[src/rtl/imem_loader_pkg.sv]
// imem_loader_pkg
//   Constants and types shared by the instruction-memory loader, its range
//   checker and the instruction cache.
//   IMEM_DEPTH   : instruction memory size in bytes
//   IMEM_BASE    : CPU byte address that maps to memory offset 0
//   IMEM_OFF_W   : width of a byte offset into the memory
//   WORD_W       : width of one instruction word
//   byte_off_t   : byte-offset type
//   load_state_t : loader FSM states
package imem_loader_pkg;

   localparam int          IMEM_DEPTH = 1024;
   localparam logic [31:0] IMEM_BASE  = 32'h8002_0000;
   localparam int          IMEM_OFF_W = $clog2(IMEM_DEPTH);
   localparam int          WORD_W     = 32;

   typedef logic [IMEM_OFF_W-1:0] byte_off_t;

   typedef enum logic [2:0] {
      ST_IDLE,
      ST_CHECK,
      ST_WAIT_WORD,
      ST_WRITE,
      ST_FINISH
   } load_state_t;

endpackage

[src/rtl/imem_loader_if.sv]
// imem_loader_if
//   Word stream from a host or boot source into the loader.
//   in_valid : source presents a word on in_data
//   in_data  : 32-bit instruction word
//   in_ready : loader accepts in_data this cycle
//   Modports: master = word source, slave = loader.
interface imem_loader_if;
   import imem_loader_pkg::*;

   logic              in_valid;
   logic [WORD_W-1:0] in_data;
   logic              in_ready;

   modport master (output in_valid, output in_data, input in_ready);
   modport slave  (input in_valid, input in_data, output in_ready);

endinterface

[src/rtl/imem_loader_range_check.sv]
// imem_range_check
//   Combinational alignment/bounds check for a block of words placed at a
//   CPU byte address. Usable by any path that writes a byte memory window.
//   addr_i   : CPU byte address of the first word
//   count_i  : number of 32-bit words
//   offset_o : byte offset of addr_i inside the memory window
//   err_o    : misaligned, start outside the window, or block overruns it
module imem_range_check
   import imem_loader_pkg::*;
#(
   parameter int          MEM_DEPTH = IMEM_DEPTH,
   parameter logic [31:0] BASE_ADDR = IMEM_BASE,
   parameter int          CNT_W     = 9
) (
   input  logic [31:0]                  addr_i,
   input  logic [CNT_W-1:0]             count_i,
   output logic [$clog2(MEM_DEPTH)-1:0] offset_o,
   output logic                         err_o
);

   logic [31:0] offset;
   logic [32:0] span_end;

   always_comb begin
      // Wrapping subtraction: addresses below the base become huge offsets
      // and fail the offset bound below.
      offset   = addr_i - BASE_ADDR;
      // One extra bit so offset + 4*count cannot wrap back into range.
      span_end = {1'b0, offset} + (33'(count_i) << 2);
      err_o    = (addr_i[1:0] != 2'b00)
              || (offset >= 32'(MEM_DEPTH))
              || (span_end > 33'(MEM_DEPTH));
      offset_o = offset[$clog2(MEM_DEPTH)-1:0];
   end

endmodule

[src/rtl/imem_loader.sv]
// imem_loader
//   Loads a stream of 32-bit instruction words into the byte-wide
//   instruction memory, most-significant byte first, at consecutive
//   addresses, holding the CPU stalled while the load runs.
//   clock, reset_n         : clock, synchronous active-low reset
//   start                  : load request pulse (sampled only when idle)
//   start_addr, word_count : CPU byte address of first word, word count
//   src                    : word stream (slave side)
//   mem_we/addr/wdata      : byte write port to the instruction memory
//   busy                   : load in progress (CPU stall)
//   done                   : one-cycle completion pulse
//   error                  : sticky range/alignment error
module imem_loader
   import imem_loader_pkg::*;
#(
   parameter int          MEM_DEPTH = IMEM_DEPTH,
   parameter logic [31:0] BASE_ADDR = IMEM_BASE,
   parameter int          CNT_W     = 9
) (
   input  logic                         clock,
   input  logic                         reset_n,
   input  logic                         start,
   input  logic [31:0]                  start_addr,
   input  logic [CNT_W-1:0]             word_count,
   imem_loader_if.slave                 src,
   output logic                         mem_we,
   output logic [$clog2(MEM_DEPTH)-1:0] mem_addr,
   output logic [7:0]                   mem_wdata,
   output logic                         busy,
   output logic                         done,
   output logic                         error
);

   localparam int OFF_W = $clog2(MEM_DEPTH);

   load_state_t      state_q;
   logic [31:0]      addr_q;
   logic [CNT_W-1:0] remain_q;
   logic [OFF_W-1:0] off_q;
   logic [31:0]      word_q;
   logic [1:0]       byte_idx_q;
   logic             in_ready_q;
   logic             mem_we_q;
   logic [OFF_W-1:0] mem_addr_q;
   logic [7:0]       mem_wdata_q;
   logic             busy_q;
   logic             done_q;
   logic             error_q;

   logic [OFF_W-1:0] chk_offset;
   logic             chk_err;

   imem_range_check #(
      .MEM_DEPTH (MEM_DEPTH),
      .BASE_ADDR (BASE_ADDR),
      .CNT_W     (CNT_W)
   ) u_range (
      .addr_i   (addr_q),
      .count_i  (remain_q),
      .offset_o (chk_offset),
      .err_o    (chk_err)
   );

   always_ff @(posedge clock) begin
      if (!reset_n) begin
         state_q     <= ST_IDLE;
         addr_q      <= '0;
         remain_q    <= '0;
         off_q       <= '0;
         word_q      <= '0;
         byte_idx_q  <= '0;
         in_ready_q  <= 1'b0;
         mem_we_q    <= 1'b0;
         mem_addr_q  <= '0;
         mem_wdata_q <= '0;
         busy_q      <= 1'b0;
         done_q      <= 1'b0;
         error_q     <= 1'b0;
      end else begin
         done_q <= 1'b0;
         case (state_q)
            ST_IDLE: begin
               if (start) begin
                  addr_q   <= start_addr;
                  remain_q <= word_count;
                  error_q  <= 1'b0;
                  busy_q   <= 1'b1;
                  state_q  <= ST_CHECK;
               end
            end
            ST_CHECK: begin
               off_q <= chk_offset;
               if (chk_err) begin
                  error_q <= 1'b1;
                  done_q  <= 1'b1;
                  state_q <= ST_FINISH;
               end else if (remain_q == '0) begin
                  done_q  <= 1'b1;
                  state_q <= ST_FINISH;
               end else begin
                  in_ready_q <= 1'b1;
                  state_q    <= ST_WAIT_WORD;
               end
            end
            ST_WAIT_WORD: begin
               // Byte 0 goes out on the acceptance edge so the four bytes
               // occupy the four cycles right after the transfer.
               if (src.in_valid) begin
                  in_ready_q  <= 1'b0;
                  mem_we_q    <= 1'b1;
                  mem_addr_q  <= off_q;
                  mem_wdata_q <= src.in_data[31:24];
                  word_q      <= {src.in_data[23:0], 8'h00};
                  byte_idx_q  <= 2'd1;
                  state_q     <= ST_WRITE;
               end
            end
            ST_WRITE: begin
               // byte_idx_q wraps to 0 once byte 3 is on the bus.
               if (byte_idx_q == 2'd0) begin
                  mem_we_q <= 1'b0;
                  off_q    <= off_q + OFF_W'(4);
                  remain_q <= remain_q - CNT_W'(1);
                  if (remain_q == CNT_W'(1)) begin
                     done_q  <= 1'b1;
                     state_q <= ST_FINISH;
                  end else begin
                     in_ready_q <= 1'b1;
                     state_q    <= ST_WAIT_WORD;
                  end
               end else begin
                  mem_addr_q  <= off_q + OFF_W'(byte_idx_q);
                  mem_wdata_q <= word_q[31:24];
                  word_q      <= {word_q[23:0], 8'h00};
                  byte_idx_q  <= byte_idx_q + 2'd1;
               end
            end
            ST_FINISH: begin
               busy_q  <= 1'b0;
               state_q <= ST_IDLE;
            end
            default: begin
               in_ready_q <= 1'b0;
               mem_we_q   <= 1'b0;
               busy_q     <= 1'b0;
               state_q    <= ST_IDLE;
            end
         endcase
      end
   end

   assign src.in_ready = in_ready_q;
   assign mem_we       = mem_we_q;
   assign mem_addr     = mem_addr_q;
   assign mem_wdata    = mem_wdata_q;
   assign busy         = busy_q;
   assign done         = done_q;
   assign error        = error_q;

endmodule

[src/flat_wrapper.sv]
// flat-port wrapper written by rule: the top's interface ports become plain ports
module imem_loader_flat import imem_loader_pkg::*;
#(
   parameter int          MEM_DEPTH = IMEM_DEPTH,
   parameter logic [31:0] BASE_ADDR = IMEM_BASE,
   parameter int          CNT_W     = 9
)
  (clock, reset_n, start, start_addr, word_count, mem_we, mem_addr, mem_wdata, busy, done, error, src_in_valid, src_in_data, src_in_ready);
  imem_loader_if src_i ();
  input  logic clock;
  input  logic reset_n;
  input  logic start;
  input  logic [31:0] start_addr;
  input  logic [CNT_W-1:0] word_count;
  output logic mem_we;
  output logic [$clog2(MEM_DEPTH)-1:0] mem_addr;
  output logic [7:0] mem_wdata;
  output logic busy;
  output logic done;
  output logic error;
  input wire logic [$bits(src_i.in_valid)-1:0] src_in_valid;
  input wire logic [$bits(src_i.in_data)-1:0] src_in_data;
  output wire logic [$bits(src_i.in_ready)-1:0] src_in_ready;
  assign src_i.in_valid = src_in_valid;
  assign src_i.in_data = src_in_data;
  assign src_in_ready = src_i.in_ready;
  imem_loader #(.MEM_DEPTH(MEM_DEPTH), .BASE_ADDR(BASE_ADDR), .CNT_W(CNT_W)) u_core (.clock(clock), .reset_n(reset_n), .start(start), .start_addr(start_addr), .word_count(word_count), .src(src_i), .mem_we(mem_we), .mem_addr(mem_addr), .mem_wdata(mem_wdata), .busy(busy), .done(done), .error(error));
endmodule
[config.mk]
export PLATFORM = sky130hd
export DESIGN_NAME = imem_loader_flat
export DESIGN_NICKNAME = d
export VERILOG_FILES = /design/src/rtl/imem_loader_pkg.sv /design/src/rtl/imem_loader_if.sv /design/src/rtl/imem_loader_range_check.sv /design/src/rtl/imem_loader.sv /design/src/flat_wrapper.sv
export SDC_FILE = /design/constraint.sdc
export NUM_CORES = 1
export LEC_CHECK = 0
export CORE_MARGIN = 3
export CORE_UTILIZATION = 57
export CTS_CLUSTER_DIAMETER = 80
export DETAILED_ROUTE_END_ITERATION = 7
export GPL_TIMING_DRIVEN = 0
export PLACE_DENSITY_LB_ADDON = 0.08
export SLEW_MARGIN = 20
export SYNTH_ARGS = -nofsm -noshare
export SYNTH_HDL_FRONTEND = slang
export SYNTH_HIERARCHICAL = 1
export SYNTH_SLANG_ARGS = --single-unit
[constraint.sdc]
create_clock -name clock -period 6.8 [get_ports clock]
set_input_delay 1.02 -clock clock [delete_from_list [all_inputs] [get_ports clock]]
set_output_delay 1.02 -clock clock [all_outputs]
set_load 0.03 [all_outputs]
==> results.cfg, run 1 <==
[sta]
worstMarginPinSlew_ns = 0.782
layout_setup_ws_ns = 3.90
hold_slack_ns = 0.468
fmax_ghz = 0.344
finalHoldViolCount = 0
rsz0062_at_grt = false
min_period_ns = 2.90
timing.final.crit_share_pct = 42.7
final-setup-viol-count = 0
skew_ns = 0.0210
fin_setup_tns_ns = 0
maxSlewHeadroom_pct = 47.5
maxSlewViolCount = 0

[floorplanning]
core_mm2 = 0.00898
die_h_um = 103
rows = 34
io_pins = 100
start_util_pct = 60.2
die-area_mm2 = 0.0107
die_w_um = 103

[layout]
n_fill_cell = 709
area_growth_pct = 25.1
ff_latch_area_mm2 = 0.00206
drive_above_1_share_pct = 9.80
final_nets = 896
finish.instance_area_mm2 = 0.00676
diodes = 0
multi_input_area_mm2 = 0.00292

[worst_setup_path]
crit_required_ns = 7.09
startpoint_type = flip-flop
crit_type = flip-flop to flip-flop
worst-path-max-fanout = 5
endpoint_kind = flip-flop
r2r_slack_ns = 3.90
r2r-end = u_core/done
r2r_start = u_core/remain_q[0]
reg2reg_depth = 11
cp_data_arrival_time_ns = 3.19

[synthesis]
synth_most_common_cell = nand2_1
synth_cells = 691
syn_area_mm2 = 0.00540
synth_flop_cell = dfxtp_1
yosysSeqAreaShare_pct = 38.2
syn-mean-instance-area_um2 = 7.82
yosysUniqueCellTypes = 69
synthTopCellsByCount = nand2_1, dfxtp_1, a21oi_1, nor2_1, a311oi_1
synth_top_area_cell = dfxtp_1
synth_area_leaders = dfxtp_1, nand2_1, a21oi_1, nor2_1, a311oi_1
synth-simple-area-share_pct = 25.1
synth_top_family_by_area = simple AND/OR/NAND/NOR gates
synth-xor-area-share_pct = 2.59
yosys_warnings = 6
muxShareOfSynthArea_pct = 0.741
synth-compound-area-share_pct = 21.2
ys_seq_elements = 103
yosysTopAreaCellShare_pct = 38.2
synth-adder-area-share_pct = 4.45
async_flop_share_pct = 0
synth_nets = 786
synth_edf_count = 0

[clock_tree]
cts_tree = yes
path_clk_slew_ns = 0.11
htreeDepth = 3
cts_hold_buf = 0
post-cts-setup-buffers = 0
cts_root_buf = clkbuf_8
cts_buffers = 9
cts_resized = 0
cts_sinks = 103
cts_buffer_depth = 2
clk_latency_ns = 0.39

[detailed_routing]
met3_length_um = 1100
drc = 0
drt-met1-wl_um = 6650
post_drt_wl_per_cell_um = 16.6
met2_length_um = 7280
vias = 5422
antenna_left = 0
highest_layer = met4
routed_via_density = 5.82
drt_iter0_markers = 406
wl_um = 15500
dr.pass1.iters = 5

[global_route]
grt_usage_pct = 29.8
grt_pass1_vias = 5228
grt-ovfl-total = 0
antenna_found_initial = 0
grt_pass1_wl_um = 24900
grt_max_degree = 22

[job]
maxCapViolCount = 0

[min_path]
holdPathEnd = u_core/word_q[14]
holdPathStages = 2
min-delay-start = u_core/word_q[14]
hold_class = flip-flop to flip-flop

[placed_design]
gp_congestion = 0.912
placed_area_mm2 = 0.00655
port_buffers = 99
dpl.hpwl_um = 11700
post-place-ws_ns = 3.76

[power]
power_frac_seq_pct = 51.9
clockPowerShare_pct = 31.6
p_int_w = 0.000872
leakage_nw = 2.49
power_density_mw_per_mm2 = 185
power_w = 0.00125
switching_share_pct = 30.1
p_comb_share_pct = 16.5
peakVddDrop_mv = 0.113
netSwitchingPower_w = 0.000375

[run_status]
outcome = finished, final reports clean
## area by class of cell
type	instances	area share, %
buffer	53	4.98
multi-input combinational	513	43.2
tap	126	2.33
inverter	22	1.22
sequential	103	30.5
clock buffer	9	1.83
clock inverter	7	1.20
timing repair buffer	99	14.7
## power groups by stage
stage               clock (W)  combinational [W]  sequential, W
global placement            0           0.000197       0.000660
CTS                  0.000403           0.000203       0.000647
floorplan                   0           0.000120       0.000656
detailed placement          0           0.000201       0.000661
finish               0.000394           0.000206       0.000648
global route         0.000425           0.000227       0.000650
## flip-flops by register name, summed over array words and instances, names as in the netlist
signal / flops
u_core/error: 1
u_core/word_q: 24
u_core/mem_we: 1
u_core/off_q: 10
u_core/remain_q: 9
u_core/state_q: 3
u_core/byte_idx_q: 2
u_core/addr_q: 32
u_core/busy: 1
u_core/mem_wdata: 8
u_core/mem_addr: 10
u_core/done: 1
u_core/src.in_ready: 1
## critical path: stages, from the launching register on
cell and delay [ns]:
dfxtp_1 0.44, ha_1 0.21, inv_1 0.06, fa_1 0.48, nor4b_1 0.23, nand3_1 0.12, a221oi_1 0.23, o2111ai_1 0.18
a211o_1 0.38, a31oi_1 0.24, o21ai_2 0.10, and2_1 0.16
## cells by family (layout without fill, tap and decap cells)
group | after synthesis | in the layout
buf+inv | 75 | 190
mux | 4 | 4
compound gates | 180 | 180
fa+ha+maj | 18 | 18
xor+xnor | 16 | 16
simple gates | 295 | 295
flops | 103 | 103
## cells in the final DEF, fill, tap and decap left out, types with 10 or more instances in the layout
cell type,Yosys,layout
buf_4,13,13
nor2_1,61,61
buf_2,17,17
dfxtp_1,103,103
nand2_1,160,160
a21oi_1,75,75
clkbuf_1,14,14
a311oi_1,26,26
xnor2_1,11,11
inv_1,19,19
o21ai_1,10,10
nand3_1,19,19
clkdlybuf4s50_1,0,99
o21ai_0,24,24
ha_1,16,16
## metal layers
| layer | GRT usage, % | up-vias |
|---|---|---|
| li1 | - | 2630 |
| met1 | 39.7 | 2531 |
| met2 | 48.2 | 230 |
| met3 | 5.23 | 31 |
| met4 | 11.5 | 0 |
| met5 | 0 | - |
## metrics by stage
stage                     cells  util (%)
after floorplan             691         -
after global placement      916      73.0
after detailed placement    916      73.0
after CTS                   932      75.3
after global routing        932      75.3
final                       932      75.3
## how the worst max path moves through the flow
stage	from	end	slack [ns]	cells past startpoint
global route	u_core/remain_q[0]	u_core/state_q[1]	3.67	11
detailed placement	reset_n	u_core/addr_q[4]	3.76	5
global placement	reset_n	u_core/remain_q[5]	3.81	5
floorplan	u_core/remain_q[0]	u_core/done	4.27	11
CTS	u_core/remain_q[0]	u_core/done	3.92	11
finish	u_core/remain_q[0]	u_core/done	3.90	11
(Power assumes the default switching activity.)
==> inputs of run 2 (changes only) <==
--- a/config.mk
+++ b/config.mk
@@ -6,7 +6,7 @@
 export NUM_CORES = 1
 export LEC_CHECK = 0
 export CORE_MARGIN = 3
-export CORE_UTILIZATION = 57
+export CORE_UTILIZATION = 53
 export CTS_CLUSTER_DIAMETER = 80
 export DETAILED_ROUTE_END_ITERATION = 7
 export GPL_TIMING_DRIVEN = 0
==> constraint.sdc (replaced) <==
create_clock -name clock -period 2.7 [get_ports clock]
set_input_delay 0.405 -clock clock [delete_from_list [all_inputs] [get_ports clock]]
set_output_delay 0.405 -clock clock [all_outputs]
set_load 0.03 [all_outputs]
==> results.cfg, run 2 (synthesized netlist as in run 1, its figures left out) <==
[run_status]
outcome = finished, final reports clean

[worst_setup_path]
crit_buf_inv = 1
endpoint_kind = flip-flop
worst-path-max-fanout = 3
cpMaxStageDelayCell = fa_2
crit_required_ns = 2.97
startpoint_type = flip-flop
crit_family = compound AO/OA/AOI/OAI gates
slowest_delay_ns = 0.52
crit_type = flip-flop to flip-flop
crit_chain = ha_4, inv_2, fa_2, nor4b_4, nand3_1, a221oi_2, o2111ai_1, a211o_1, a31oi_4, o21ai_2, and2_1
cp_data_arrival_time_ns = 2.91

[detailed_routing]
antenna_left = 0
post_drt_wl_per_cell_um = 16.2
wl_um = 15300
vias = 5339
drc = 0
dr.pass1.iters = 7
drt_iter0_markers = 289
routed_via_density = 5.67

[sta]
timing.final.crit_share_pct = 97.5
worstMarginPinSlew_ns = 0.706
skew_ns = 0.0133
finalHoldViolCount = 0
final-setup-viol-count = 0
layout_setup_ws_ns = 0.0681
min_period_ns = 2.63
fmax_ghz = 0.380
maxSlewViolCount = 0
maxSlewHeadroom_pct = 52.6

[layout]
multi_input_area_mm2 = 0.00298
final_cell_mix = nand2_1, clkdlybuf4s50_1, dfxtp_1
n_fill_cell = 900
top_register = u_core/addr_q
area_growth_pct = 26.6
largest_reg_flops = 32
final_nets = 900
drive_above_1_share_pct = 12.0
ff_latch_area_mm2 = 0.00207
diodes = 0
final_common_cell = nand2_1
largest_registers = u_core/addr_q (32), u_core/word_q (24)

[clock_tree]
cts_sinks = 103
cts_hold_buf = 0
cts_buffers = 9
path_clk_slew_ns = 0.10
htreeDepth = 3
cts_tree = yes
cts_buffer_depth = 2
clk_latency_ns = 0.37
cts_root_buf = clkbuf_8

[power]
power_w = 0.00305
netSwitchingPower_w = 0.000878
p_comb_share_pct = 17.8
power_density_mw_per_mm2 = 447
switching_share_pct = 28.8
leakage_nw = 2.51
power_frac_seq_pct = 53.4
clockPowerShare_pct = 28.9
peakVddDrop_mv = 0.261
p_int_w = 0.00217

[global_route]
grt_max_degree = 18
antenna_found_initial = 0
grt_pass1_wl_um = 25100
grt_pass1_vias = 5229
grt_usage_pct = 27.3
grt-ovfl-total = 0

[placed_design]
gp_congestion = 0.913
port_buffers = 99
post-place-ws_ns = -0.285
dpl.hpwl_um = 11700

[floorplanning]
io_pins = 100
start_util_pct = 55.0
die_h_um = 107
core_mm2 = 0.00982
rows = 36
die-area_mm2 = 0.0114
die_w_um = 107

[min_path]
hold_class = flip-flop to flip-flop

[job]
maxCapViolCount = 0
==> run 2: cell count changes in the layout (fill, tap and decap cells not counted), moves of 2 or more <==
cell        change
clkinvlp_4      +3
dfxtp_2         +4
buf_4           +4
clkinv_8        -2
dfxtp_4         +2
dfxtp_1         -6
nor4b_1         -2
ha_1            -2
==> run 2: worst min-delay path, cell delays in order (launching register included) <==
cell	delay (ns)
dfxtp_1	0.32
nand2_1	0.05
a21oi_1	0.05
==> run 2: final timing paths <==
check             cells past startpoint               start                 to  slack (ns)
hold reg to reg                       2   u_core/addr_q[30]  u_core/addr_q[30]        0.46
setup / recovery                     11  u_core/remain_q[0]        u_core/done        0.07
hold / removal                        2   u_core/addr_q[30]  u_core/addr_q[30]        0.46
setup reg to reg                     11  u_core/remain_q[0]        u_core/done        0.07
==> run 2: routing by layer <==
layer,vias up,global-route usage (%),share of wire [%]
met1,2475,34.6,42
li1,2652,-,-
met5,-,0,0
met4,0,9.68,2.0
met2,187,46.4,49
met3,25,5.00,7.0
==> run 2: layout make-up <==
class | instances | area share, %
Buffer | 53 | 4.92
Clock buffer | 9 | 1.81
Clock inverter | 6 | 0.695
Inverter | 22 | 1.21
Multi-Input combinational cell | 513 | 43.6
Sequential cell | 103 | 30.3
Tap cell | 133 | 2.43
Timing Repair Buffer | 103 | 14.9
==> run 2: what timing repair did <==
| item | CTS | global route |
|---|---|---|
| buffers inserted | 1 | 3 |
| endpoints found under the setup margin | 5 | 5 |
| pin swaps | 1 | 9 |
| resized for setup | 5 | 15 |
==> run 2: power by group through the flow <==
stage / Clock [W] / Sequential (W) / Combinational [W]
global placement: 0 / 0.00166 / 0.000502
global route: 0.000965 / 0.00164 / 0.000598
finish: 0.000881 / 0.00163 / 0.000542
CTS: 0.000897 / 0.00163 / 0.000524
detailed placement: 0 / 0.00166 / 0.000512
floorplan: 0 / 0.00165 / 0.000301
==> run 2: metrics by stage <==
stage	cells	hold WS [ns]	utilization (%)	TNS [ns]	area, um2
detailed placement	923	0.441	66.8	-0.993	6560
global placement	923	0.439	66.8	-1.02	6560
finish	942	0.455	69.6	0	6840
floorplan	691	0.431	-	0	5400
global route	942	0.479	69.6	-0.00337	6840
CTS	939	0.455	68.9	0	6770
==> inputs of run 3 (changes only) <==
--- a/config.mk
+++ b/config.mk
@@ -9,7 +9,7 @@
 export CORE_UTILIZATION = 53
 export CTS_CLUSTER_DIAMETER = 80
 export DETAILED_ROUTE_END_ITERATION = 7
-export GPL_TIMING_DRIVEN = 0
+export GPL_TIMING_DRIVEN = 1
 export PLACE_DENSITY_LB_ADDON = 0.08
 export SLEW_MARGIN = 20
 export SYNTH_ARGS = -nofsm -noshare
==> results.cfg, run 3 (synthesized netlist as in run 1, its figures left out) <==
[run_status]
outcome = finished, final reports clean

[sta]
rsz0062_at_grt = false
skew_ns = 0.0124
layout_setup_ws_ns = 0.118
finalHoldViolCount = 0
fmax_ghz = 0.387
maxSlewHeadroom_pct = 48.3
timing.final.crit_share_pct = 95.6
worstMarginPinSlew_ns = 0.771
final-setup-viol-count = 0
min_period_ns = 2.58
maxSlewViolCount = 0
fin_setup_tns_ns = 0

[worst_setup_path]
reg2reg_depth = 12
r2r-end = u_core/done
startpoint_type = flip-flop
crit_required_ns = 2.97
crit_type = flip-flop to flip-flop
cp-startpoint = u_core/remain_q[0]
worst-path-max-fanout = 4
endpoint_kind = flip-flop
cp_data_arrival_time_ns = 2.85
r2r_start = u_core/remain_q[0]
r2r_slack_ns = 0.12

[detailed_routing]
vias = 5032
drc = 0
routed_via_density = 5.59
post_drt_wl_per_cell_um = 15.0
antenna_left = 0
dr.pass1.iters = 6
drt_iter0_markers = 275
wl_um = 13500

[global_route]
grt-ovfl-total = 0
grt_pass1_wl_um = 22000
grt_max_degree = 77
antenna_found_initial = 0
grt_pass1_vias = 4592
grt_usage_pct = 23.5

[clock_tree]
cts_tree = yes
cts_root_buf = clkbuf_8
path_clk_slew_ns = 0.10
clk_latency_ns = 0.36
cts_hold_buf = 0
cts_sinks = 103
cts_buffers = 9
htreeDepth = 3
cts_buffer_depth = 2

[placed_design]
dpl.hpwl_um = 9750
gp_congestion = 0.934
port_buffers = 99
post-place-ws_ns = -0.0749

[power]
peakVddDrop_mv = 0.269
leakage_nw = 2.35
power_density_mw_per_mm2 = 465
power_w = 0.00307

[min_path]
holdPathStages = 2
min-delay-start = u_core/word_q[15]
hold_class = flip-flop to flip-flop
holdPathEnd = u_core/word_q[15]

[layout]
multi_input_area_mm2 = 0.00297
ff_latch_area_mm2 = 0.00207
largest_registers = u_core/addr_q (32), u_core/word_q (24)
top_register = u_core/addr_q
drive_above_1_share_pct = 8.74
area_growth_pct = 22.1
n_fill_cell = 899
final_nets = 857
final_common_cell = nand2_1
final_cell_mix = nand2_1, clkdlybuf4s50_1, dfxtp_1
largest_reg_flops = 32
diodes = 0

[floorplanning]
rows = 36
die-area_mm2 = 0.0114
io_pins = 100
die_w_um = 107
start_util_pct = 55.0
core_mm2 = 0.00982
die_h_um = 107

[job]
maxCapViolCount = 0
## run 3: layout make-up
| cell class | count | share of cell area, % |
|---|---|---|
| multi-input combinational | 513 | 45.0 |
| sequential | 103 | 31.4 |
| timing repair buffer | 113 | 17.0 |
| tap | 133 | 2.52 |
| clock buffer | 10 | 2.09 |
| inverter | 22 | 1.25 |
| clock inverter | 6 | 0.759 |
## run 3: how the worst max path moves through the flow
stage	depth (start not counted)	to
2_1_floorplan	11	u_core/done
3_3_place_gp	11	u_core/done
3_5_place_dp	11	u_core/done
4_1_cts	11	u_core/state_q[1]
5_1_grt	11	u_core/done
6_report	12	u_core/done
## run 3: what timing repair did
item	4_1_cts	5_1_grt
pin swaps	0	6
buffers inserted	0	0
endpoints found under the setup margin	4	4
gates resized for setup	2	14
## run 3: critical path: stages, from the launching register on
cell and delay (ns):
dfxtp_2 0.37, ha_4 0.14, inv_2 0.03, fa_1 0.39, inv_1 0.09, a21oi_2 0.09, o221a_2 0.27, o21bai_1 0.18
xor2_1 0.11, a211o_1 0.36, a31oi_2 0.21, o21ai_2 0.11, and2_1 0.16
## run 3: power by group
group	switching (W)	internal, W
clock network	0.000553	0.000374
logic	0.000252	0.000253
registers	0.0000661	0.00157
total	0.000871	0.00220
## run 3: routing by layer
layer,vias to the layer above,global-route usage (%),part of all wire [%]
li1,2546,-,-
met1,2302,31.3,44
met3,21,2.71,5.2
met4,0,6.76,1.4
met5,-,0,0
met2,163,40.4,49
## run 3: per-stage QoR
step	instances	instance area, um2	hold WS (ns)	util [%]
final	900	6600	0.458	67.2
after global routing	900	6600	0.476	67.2
after CTS	900	6550	0.460	66.7
after detailed placement	884	6350	0.444	64.7
after global placement	884	6350	0.440	64.7
after floorplan	691	5400	0.431	-
